--- src/rtl/bird_ypos_ctl.sv ---
// Vertical motion controller for the player rectangle: synchronizes the jump
// button and applies jump impulse, gravity and screen clamps once per physics tick.
module bird_ypos_ctl #(
    parameter int TICK_CYCLES = 1_083_333,
    parameter int Y_START     = 300,
    parameter int Y_MIN       = 0,
    parameter int Y_MAX       = 708,
    parameter int JUMP_VEL    = -8,
    parameter int GRAVITY     = 1,
    parameter int V_MAX       = 10
) (
    input  logic        clk,
    input  logic        rst,
    input  logic        jump,
    input  logic        endgame,
    output logic [11:0] ypos,
    output logic [7:0]  vel,
    output logic        playing,
    output logic        ground_hit,
    output logic [1:0]  state_dbg,
    output logic        tick_dbg
);

    localparam int CW = (TICK_CYCLES > 2) ? $clog2(TICK_CYCLES) : 1;
    localparam logic [CW-1:0] CNT_LAST = CW'(TICK_CYCLES - 1);
    localparam logic [11:0] Y_START12 = 12'(Y_START);
    localparam logic signed [12:0] Y_MIN13 = 13'(Y_MIN);
    localparam logic signed [12:0] Y_MAX13 = 13'(Y_MAX);
    localparam logic [7:0] JUMP8 = 8'(JUMP_VEL);
    localparam logic signed [8:0] GRAV9 = 9'(GRAVITY);
    localparam logic signed [8:0] V_MAX9 = 9'(V_MAX);

    typedef enum logic [1:0] {
        S_IDLE = 2'd0,
        S_FLY  = 2'd1,
        S_DEAD = 2'd2
    } state_t;

    state_t state_q, state_d;

    logic jump_s1_q, jump_s1_d;
    logic jump_s2_q, jump_s2_d;
    logic jump_s3_q, jump_s3_d;
    logic jump_pulse_q, jump_pulse_d;
    logic jump_pending_q, jump_pending_d;
    logic [CW-1:0] cnt_q, cnt_d;
    logic [11:0] ypos_q, ypos_d;
    logic [7:0] vel_q, vel_d;
    logic playing_q, playing_d;
    logic ground_hit_q, ground_hit_d;

    logic tick;
    logic signed [8:0] vel_inc;
    logic [7:0] vel_fall;
    logic [7:0] v_next;
    logic signed [12:0] y_next;

    // jump_s3 holds the previous synchronized level for edge detection.
    always_comb begin
        jump_s1_d    = jump;
        jump_s2_d    = jump_s1_q;
        jump_s3_d    = jump_s2_q;
        jump_pulse_d = jump_s2_q & ~jump_s3_q;
    end

    always_comb begin
        tick  = (cnt_q == CNT_LAST);
        cnt_d = tick ? '0 : cnt_q + 1'b1;
    end

    always_comb begin
        vel_inc  = $signed({vel_q[7], vel_q}) + GRAV9;
        vel_fall = (vel_inc > V_MAX9) ? V_MAX9[7:0] : vel_inc[7:0];
        v_next   = (jump_pending_q | jump_pulse_q) ? JUMP8 : vel_fall;
        y_next   = $signed({1'b0, ypos_q}) + $signed({{5{v_next[7]}}, v_next});
    end

    always_comb begin
        state_d        = state_q;
        ypos_d         = ypos_q;
        vel_d          = vel_q;
        ground_hit_d   = ground_hit_q;
        jump_pending_d = jump_pending_q;
        unique case (state_q)
            S_IDLE: begin
                ypos_d = Y_START12;
                vel_d  = '0;
                if (jump_pulse_q) begin
                    jump_pending_d = 1'b1;
                    state_d        = S_FLY;
                end
            end
            S_FLY: begin
                if (endgame) begin
                    state_d        = S_DEAD;
                    jump_pending_d = 1'b0;
                end else if (tick) begin
                    jump_pending_d = 1'b0;
                    if (y_next <= Y_MIN13) begin
                        ypos_d = Y_MIN13[11:0];
                        vel_d  = '0;
                    end else if (y_next >= Y_MAX13) begin
                        ypos_d       = Y_MAX13[11:0];
                        vel_d        = '0;
                        ground_hit_d = 1'b1;
                        state_d      = S_DEAD;
                    end else begin
                        ypos_d = y_next[11:0];
                        vel_d  = v_next;
                    end
                end else begin
                    jump_pending_d = jump_pending_q | jump_pulse_q;
                end
            end
            S_DEAD: begin
                jump_pending_d = 1'b0;
            end
            default: begin
                state_d = S_IDLE;
            end
        endcase
        playing_d = (state_d == S_FLY);
    end

    always_ff @(posedge clk) begin
        if (rst) begin
            state_q        <= S_IDLE;
            jump_s1_q      <= 1'b0;
            jump_s2_q      <= 1'b0;
            jump_s3_q      <= 1'b0;
            jump_pulse_q   <= 1'b0;
            jump_pending_q <= 1'b0;
            cnt_q          <= '0;
            ypos_q         <= Y_START12;
            vel_q          <= '0;
            playing_q      <= 1'b0;
            ground_hit_q   <= 1'b0;
        end else begin
            state_q        <= state_d;
            jump_s1_q      <= jump_s1_d;
            jump_s2_q      <= jump_s2_d;
            jump_s3_q      <= jump_s3_d;
            jump_pulse_q   <= jump_pulse_d;
            jump_pending_q <= jump_pending_d;
            cnt_q          <= cnt_d;
            ypos_q         <= ypos_d;
            vel_q          <= vel_d;
            playing_q      <= playing_d;
            ground_hit_q   <= ground_hit_d;
        end
    end

    assign ypos       = ypos_q;
    assign vel        = vel_q;
    assign playing    = playing_q;
    assign ground_hit = ground_hit_q;
    assign state_dbg  = state_q;
    assign tick_dbg   = tick;

endmodule

--- config.mk ---
export PLATFORM = sky130hd
export DESIGN_NAME = bird_ypos_ctl
export DESIGN_NICKNAME = d
export VERILOG_FILES = /design/src/rtl/bird_ypos_ctl.sv
export SDC_FILE = /design/constraint.sdc
export NUM_CORES = 1
export LEC_CHECK = 0
export BUFFER_PORTS_ARGS = -buffer_cell sky130_fd_sc_hd__buf_4
export CAP_MARGIN = 5
export CORE_MARGIN = 2
export CORE_UTILIZATION = 51
export DETAILED_ROUTE_END_ITERATION = 8
export HOLD_SLACK_MARGIN = 0.03
export PLACE_DENSITY = 0.7
export SYNTH_ARGS = -nofsm -noshare
export SYNTH_HDL_FRONTEND = slang
export SYNTH_SLANG_ARGS = --single-unit
--- constraint.sdc ---
create_clock -name clk -period 5.7 [get_ports clk]
set_input_delay 0.285 -clock clk [delete_from_list [all_inputs] [get_ports clk]]
set_output_delay 0.285 -clock clk [all_outputs]
set_load 0.005 [all_outputs]
# Yosys cells after proc, flatten, opt, wreduce, memory -nomap -nowiden
# Cells that the tools add are included.
# classes
bitwise_logic	5
addsub	3
order_cmp	3
reduce_logical	7
n_eq_ne	7
n_mux	22
# ops
op	n
$mux W12	4
$mux W8	6
$pmux W12 S2	1
$add A21 B1 Y21 const B	1
$eq A21 B21 Y1 const B	1
$pmux W8 S2	1
$add A13 B8 Y13	1
$ge A13 B11 Y1 const B	1
$le A13 B1 Y1 const B	1
$mux W2	5
$add A8 B2 Y9 const B	1
$gt A9 B5 Y1 const B	1
$ne A2 B2 Y1 const B	3
$pmux W2 S3	1
$reduce_and A5 Y1	1
$eq A2 B1 Y1 const B	2
$mux W1	3
$not A1 Y1	3
$pmux W1 S3	1
$reduce_and A3 Y1	1
$reduce_bool A3 Y1	1
$eq A2 B2 Y1 const B	1
$logic_not A2 Y1	1
$reduce_and A2 Y1	1
4 further kinds	4
# word_totals
in_bits	4
regBits	50
word_cells	58

# Depth between registers and ports, before layout
# depth
ltp_word	12
ltp_mapped	20
mapped_depth_nobuf	19

# Worst setup path after synthesis
# Ideal clock, no wire load.
# synth_timing
path_type	register -> register
from	register vel_q[1], in the netlist vel[1]
to	register state_q[1], in the netlist state_dbg[1]
arrival_time_ns	4.152
setup_time_ns	0.071
n_path_buf	0
stages_incl_launch_ff	17
required_ns	5.629
period_less_slack_ns	4.223
setup_slack_ns	1.477
cell_sequence	dfxtp_1 > inv_1 > ha_1 > o21ai_0 > a31oi_1 > o31a_1 > o32a_1 > a211o_1 > fa_1 > and2b_1 > o2111ai_1 > and2_1 > a311oi_2 > a31o_1 > a211oi_4 > or4b_1 > a21oi_1
# synth_between
elab_chain_cells	11
word_cells_on_any_way	12
classes_between	2 x add/sub; 3 x order compare; 7 x mux
# synth_lines
item	line	rtl
start, declared	48	logic [7:0] vel_q, vel_d;
start signal, assigned	147	vel_q <= vel_d;
$add A8 B2 Y9 *	72	vel_inc = $signed({vel_q[7], vel_q}) + GRAV9;
$gt A9 B5 Y1	73	vel_fall = (vel_inc > V_MAX9) ? V_MAX9[7:0] : vel_inc[7:0];
$mux W8 *	73	
$mux W8 *	74	v_next = (jump_pending_q | jump_pulse_q) ? JUMP8 : vel_fall;
$add A13 B8 Y13 *	75	y_next = $signed({1'b0, ypos_q}) + $signed({{5{v_next[7]}}, v_next});
$ge A13 B11 Y1	102	end else if (y_next >= Y_MAX13) begin
$mux W2	102	
$mux W2 *	99	if (y_next <= Y_MIN13) begin
$mux W2 *	97	end else if (tick) begin
$mux W2 *	94	if (endgame) begin
$pmux W2 S3 *	84	unique case (state_q)
end signal, assigned	139	state_q <= state_d;
end, declared	39	state_t state_q, state_d;
# Mark *: on every way between the ends. The rest lies on a longest branch, timed or not.
# A chain may end at the register's enable or synchronous reset.

# Worst setup path after layout
# layout_timing
from	register vel_q[0], in the netlist vel[0]
to	register vel_q[0], in the netlist vel[0]
# layout_between
elab_chain_cells	11
word_cells_on_any_way	12
classes_between	2 x add/sub; 3 x order compare; 7 x mux
# layout_lines
item	line
$add A8 B2 Y9 *	72
$gt A9 B5 Y1	73
$mux W8 *	73
$mux W8 *	74
$add A13 B8 Y13	75
$ge A13 B11 Y1	102
$mux W8	102
$mux W8 *	99
$mux W8 *	97
$mux W8 *	94
$pmux W8 S2 *	84
# Mark *: on every way between the ends. The rest lies on a longest branch, timed or not. The select of a mux whose other input is x is not followed.

==> impl_results.md <==
* Peak VDD IR at approximately 0.14 mV
* Netlist cell types at 64
* Share of the synthesized area in the top cell type at 31.95%
* ANT cells at 0
* Area grow syn2layout at 11.70%
* Top post-synthesis cells by area: dfxtp_1 32%, ha_1 6.4%, nor2_1 5.4%
* Slew HR at 58.15%
* Required time worst endpoint at 5920 ps
* DP Cell Count at 474
* 1st-iter DRT viols at approximately 140
* R2R cell count at 15
* Cell accounting for the most synthesized area: dfxtp_1
* Rows at 28
* Final hold violation count at 0
* # Post-CTS Setup Buffers at 0
* Sequential share of the synthesized area at 31.95%
* Root Driver: clkbuf_8
* R2r endpoint: vel[0]
* CTS Hold Bufs at 0
* Clock buffer depth at 2
* Antenna violations before repair at 0
* Post-layout min period at 4831 ps
* Post_cts resized at 0
* Yosys warnings at 0
* Gpl congestion at around 0.86
* CTS Buf Count at 5
* Vias per std cell at 5.701
* Number of I/O pins at 29
* CP Class: reg -> reg
* Post-Synth Adder-Cell Area at roughly 7%
* Synthesized net count at 402
* Vias in the first global route at 2493
* Post-synthesis mux area share at less than 1%
* Simple-gate area share of the yosys netlist at 26.36%
* Fraction of registers with async set/reset at 0%
* Via count at 2748
* Grt peak-use layer: met2
* Worst Path Max Fanout at 14
* Worst Hold Endpoint: jump_s1_q
* Worst reg2reg startpoint: vel[0]
* PD cells at about 200 nW/µm²
* Worst Hold Path Cells at 2
* NumNets Final at 427
* Grt met1 use at 32.48%
* Max-cap viol count at 0
* # fillers at 556
* Main combinational cell family by area after synthesis: simple AND/OR/NAND/NOR gates
* Outcome: completed
* Routed wire per std cell at around 14 µm
* Netlist Area Pre-Place at 3133 µm²
* DP HPWL at 5.307 mm
* Initial Utilization at 52.92%
* Largest net degree at the start of global routing at 22
* Die W at 82.38 µm
* Core Region at 5921 µm²
* Final cell count without fillers at roughly 480
* IO Port Bufs at 28
* Share of layout cells above drive strength 1 at 13.02%
* Final WS setup at between 800 and 900 ps
* Setup WS pre-CTS at 911.4 ps
* Syn Area/Cell at 8.223 µm²
* Total gr overflow at 0
* Die Area at 6786 µm²
* Max-slew violations at 0
* Min-delay src: jump
* Top FF cell, synth: dfxtp_1
* GR Util met3 at roughly 3.3%
* Synth Area in Compound Gates at 22.24%
* DRT Pass-1 Iters at 4
* GR Util met2 at 34.27%
* Fmax at 207.0 MHz
* Gate count after technology mapping at 381
* First-pass GRT wire length at 11.73 mm
* Worst-Margin Slew at 623.0 ps
* Number of synthesized flops with an enable pin at 0
* Post-Synth XOR/XNOR Area at between 7 and 8%
* Yosys reg bits at 50
* GRT Total Usage at 22.11%
* Hold Crit Class: in -> reg
* Post-route DRC at 0
* Insertion delay of the later-clocked pin in the worst-skew pair at roughly 300 ps
* Num Clock Sinks at 50
* Unrepaired setup endpoints after global routing: no
* Final ANT Viol Nets at 0
* H-Tree Depth at 2
* Die Y at 82.38 µm
* Arr. time, crit path at 5050 ps
* CTS tree: done
* Clock-pin transition on the worst setup and hold timing paths at 90 ps
* Leakage at 1.453 nW
* Final setup TNS at 0 ps
* Register-to-register setup slack at slightly below 900 ps
* Post-Route WL at 6.938 mm
* Setup crit start kind: flop
* Clk_skew at 8.826 ps
* CP Capture Type: flop
* Final Cycle Share at 84.75%
* Setup violations, final at 0
## layer usage
layer | share of wire [%] | vias up
met2 | 43 | 63
met4 | 0.88 | 0
met5 | 0 | -
li1 | - | 1414
met3 | 4.7 | 6
met1 | 51 | 1265
## critical path: stages (launching register included)
cell and delay, ps:
dfxtp_1 500, ha_1 340, o21bai_1 150, a21oi_1 80
o31a_1 290, o32a_1 380, a211o_1 360, fa_1 470
and2b_1 260, o2111ai_1 190, a31oi_1 300, nor2_1 80
a31o_1 250, a211oi_4 580, nand3_2 280, o31ai_1 250
## cells by family after synthesis
kind of cell	after synthesis
AOI/OAI and AO/OA	95
xor gates and xnor gates	28
adders and majority gates	17
buffers and inverters	30
DFF	50
muxes	1
and+or+nand+nor	160
## registers in the layout (all words and copies together), names as in the netlist
| name | flops |
|---|---|
| cnt_q | 21 |
| ground_hit | 1 |
| jump_pending_q | 1 |
| jump_pulse_q | 1 |
| jump_s1_q | 1 |
| jump_s2_q | 1 |
| jump_s3_q | 1 |
| playing | 1 |
| state_dbg | 2 |
| vel | 8 |
| ypos | 12 |
## power breakdown
| group | internal [mW] | total (mW) | switching (mW) |
|---|---|---|---|
| Combinational | 0.0258 | 0.0700 | 0.0442 |
| Sequential | 0.353 | 0.356 | 0.00320 |
| Clock | 0.144 | 0.264 | 0.119 |
## layout by cell type, fill, tap and decap left out, drive strengths merged, types with 3 or more instances in the layout
master / synthesis / final
inv: 20 / 21
and2: 5 / 5
xnor2: 13 / 13
and4: 3 / 3
nor3: 10 / 10
a21oi: 22 / 22
ha: 16 / 16
clkbuf: 6 / 6
dfxtp: 50 / 50
o31ai: 3 / 3
and3: 8 / 8
or3: 3 / 3
nand2b: 5 / 5
xor2: 15 / 15
nand3: 15 / 15
o22ai: 3 / 3
a31oi: 6 / 6
nor4: 3 / 3
o21bai: 4 / 4
a21o: 4 / 4
nand4: 7 / 7
a211oi: 6 / 6
buf: 4 / 28
o21ai: 20 / 20
nand2: 38 / 38
a22o: 5 / 5
nor2b: 8 / 8
nor2: 46 / 46
o211a: 4 / 4
o211ai: 3 / 3
## worst max-delay path by stage
| stage | from | end | slack [ps] | depth (start not counted) |
|---|---|---|---|---|
| final | vel[0] | vel[0] | 870 | 15 |
| after global routing | vel[1] | vel[0] | 460 | 16 |
| after CTS | vel[1] | vel[0] | 880 | 16 |
| after detailed placement | vel[1] | vel[0] | 910 | 16 |
| after global placement | vel[1] | vel[0] | 1040 | 16 |
| after floorplan | vel[1] | state_dbg[1] | 1480 | 16 |
## cell type report
cell class,instances,area (µm²),area share [%]
clock inverters,2,38.79,1.108
well taps,75,93.84,2.681
clock buffers,6,82.58,2.360
flip-flops and latches,50,1001,28.60
repair buffers,28,210.2,6.006
inverters,20,75.07,2.145
multi-input cells,301,1998,57.10
## metrics by stage
| step | utilization, % | hold slack [ps] | instance area (µm²) | power, mW |
|---|---|---|---|---|
| after floorplan | - | 367.4 | 3133 | 0.4204 |
| after global placement | 57.06 | 372.8 | 3378 | 0.4323 |
| after detailed placement | 57.06 | 381.9 | 3378 | 0.4335 |
| after CTS | 59.11 | 195.9 | 3500 | 0.6964 |
| after global routing | 59.11 | 196.9 | 3500 | 0.7190 |
| final | 59.11 | 204.8 | 3500 | 0.6900 |
## synth_stat cells (7+ instances only)
| cell type | instances |
|---|---|
| nand3_1 | 14 |
| nand2_1 | 37 |
| a21oi_1 | 21 |
| ha_1 | 16 |
| nor2_1 | 45 |
| o21ai_0 | 20 |
| nand4_1 | 7 |
| xor2_1 | 15 |
| inv_1 | 20 |
| dfxtp_1 | 50 |
| and3_1 | 8 |
| xnor2_1 | 13 |
| nor3_1 | 8 |
| nor2b_1 | 8 |
Power figures use the tool's default switching activity.
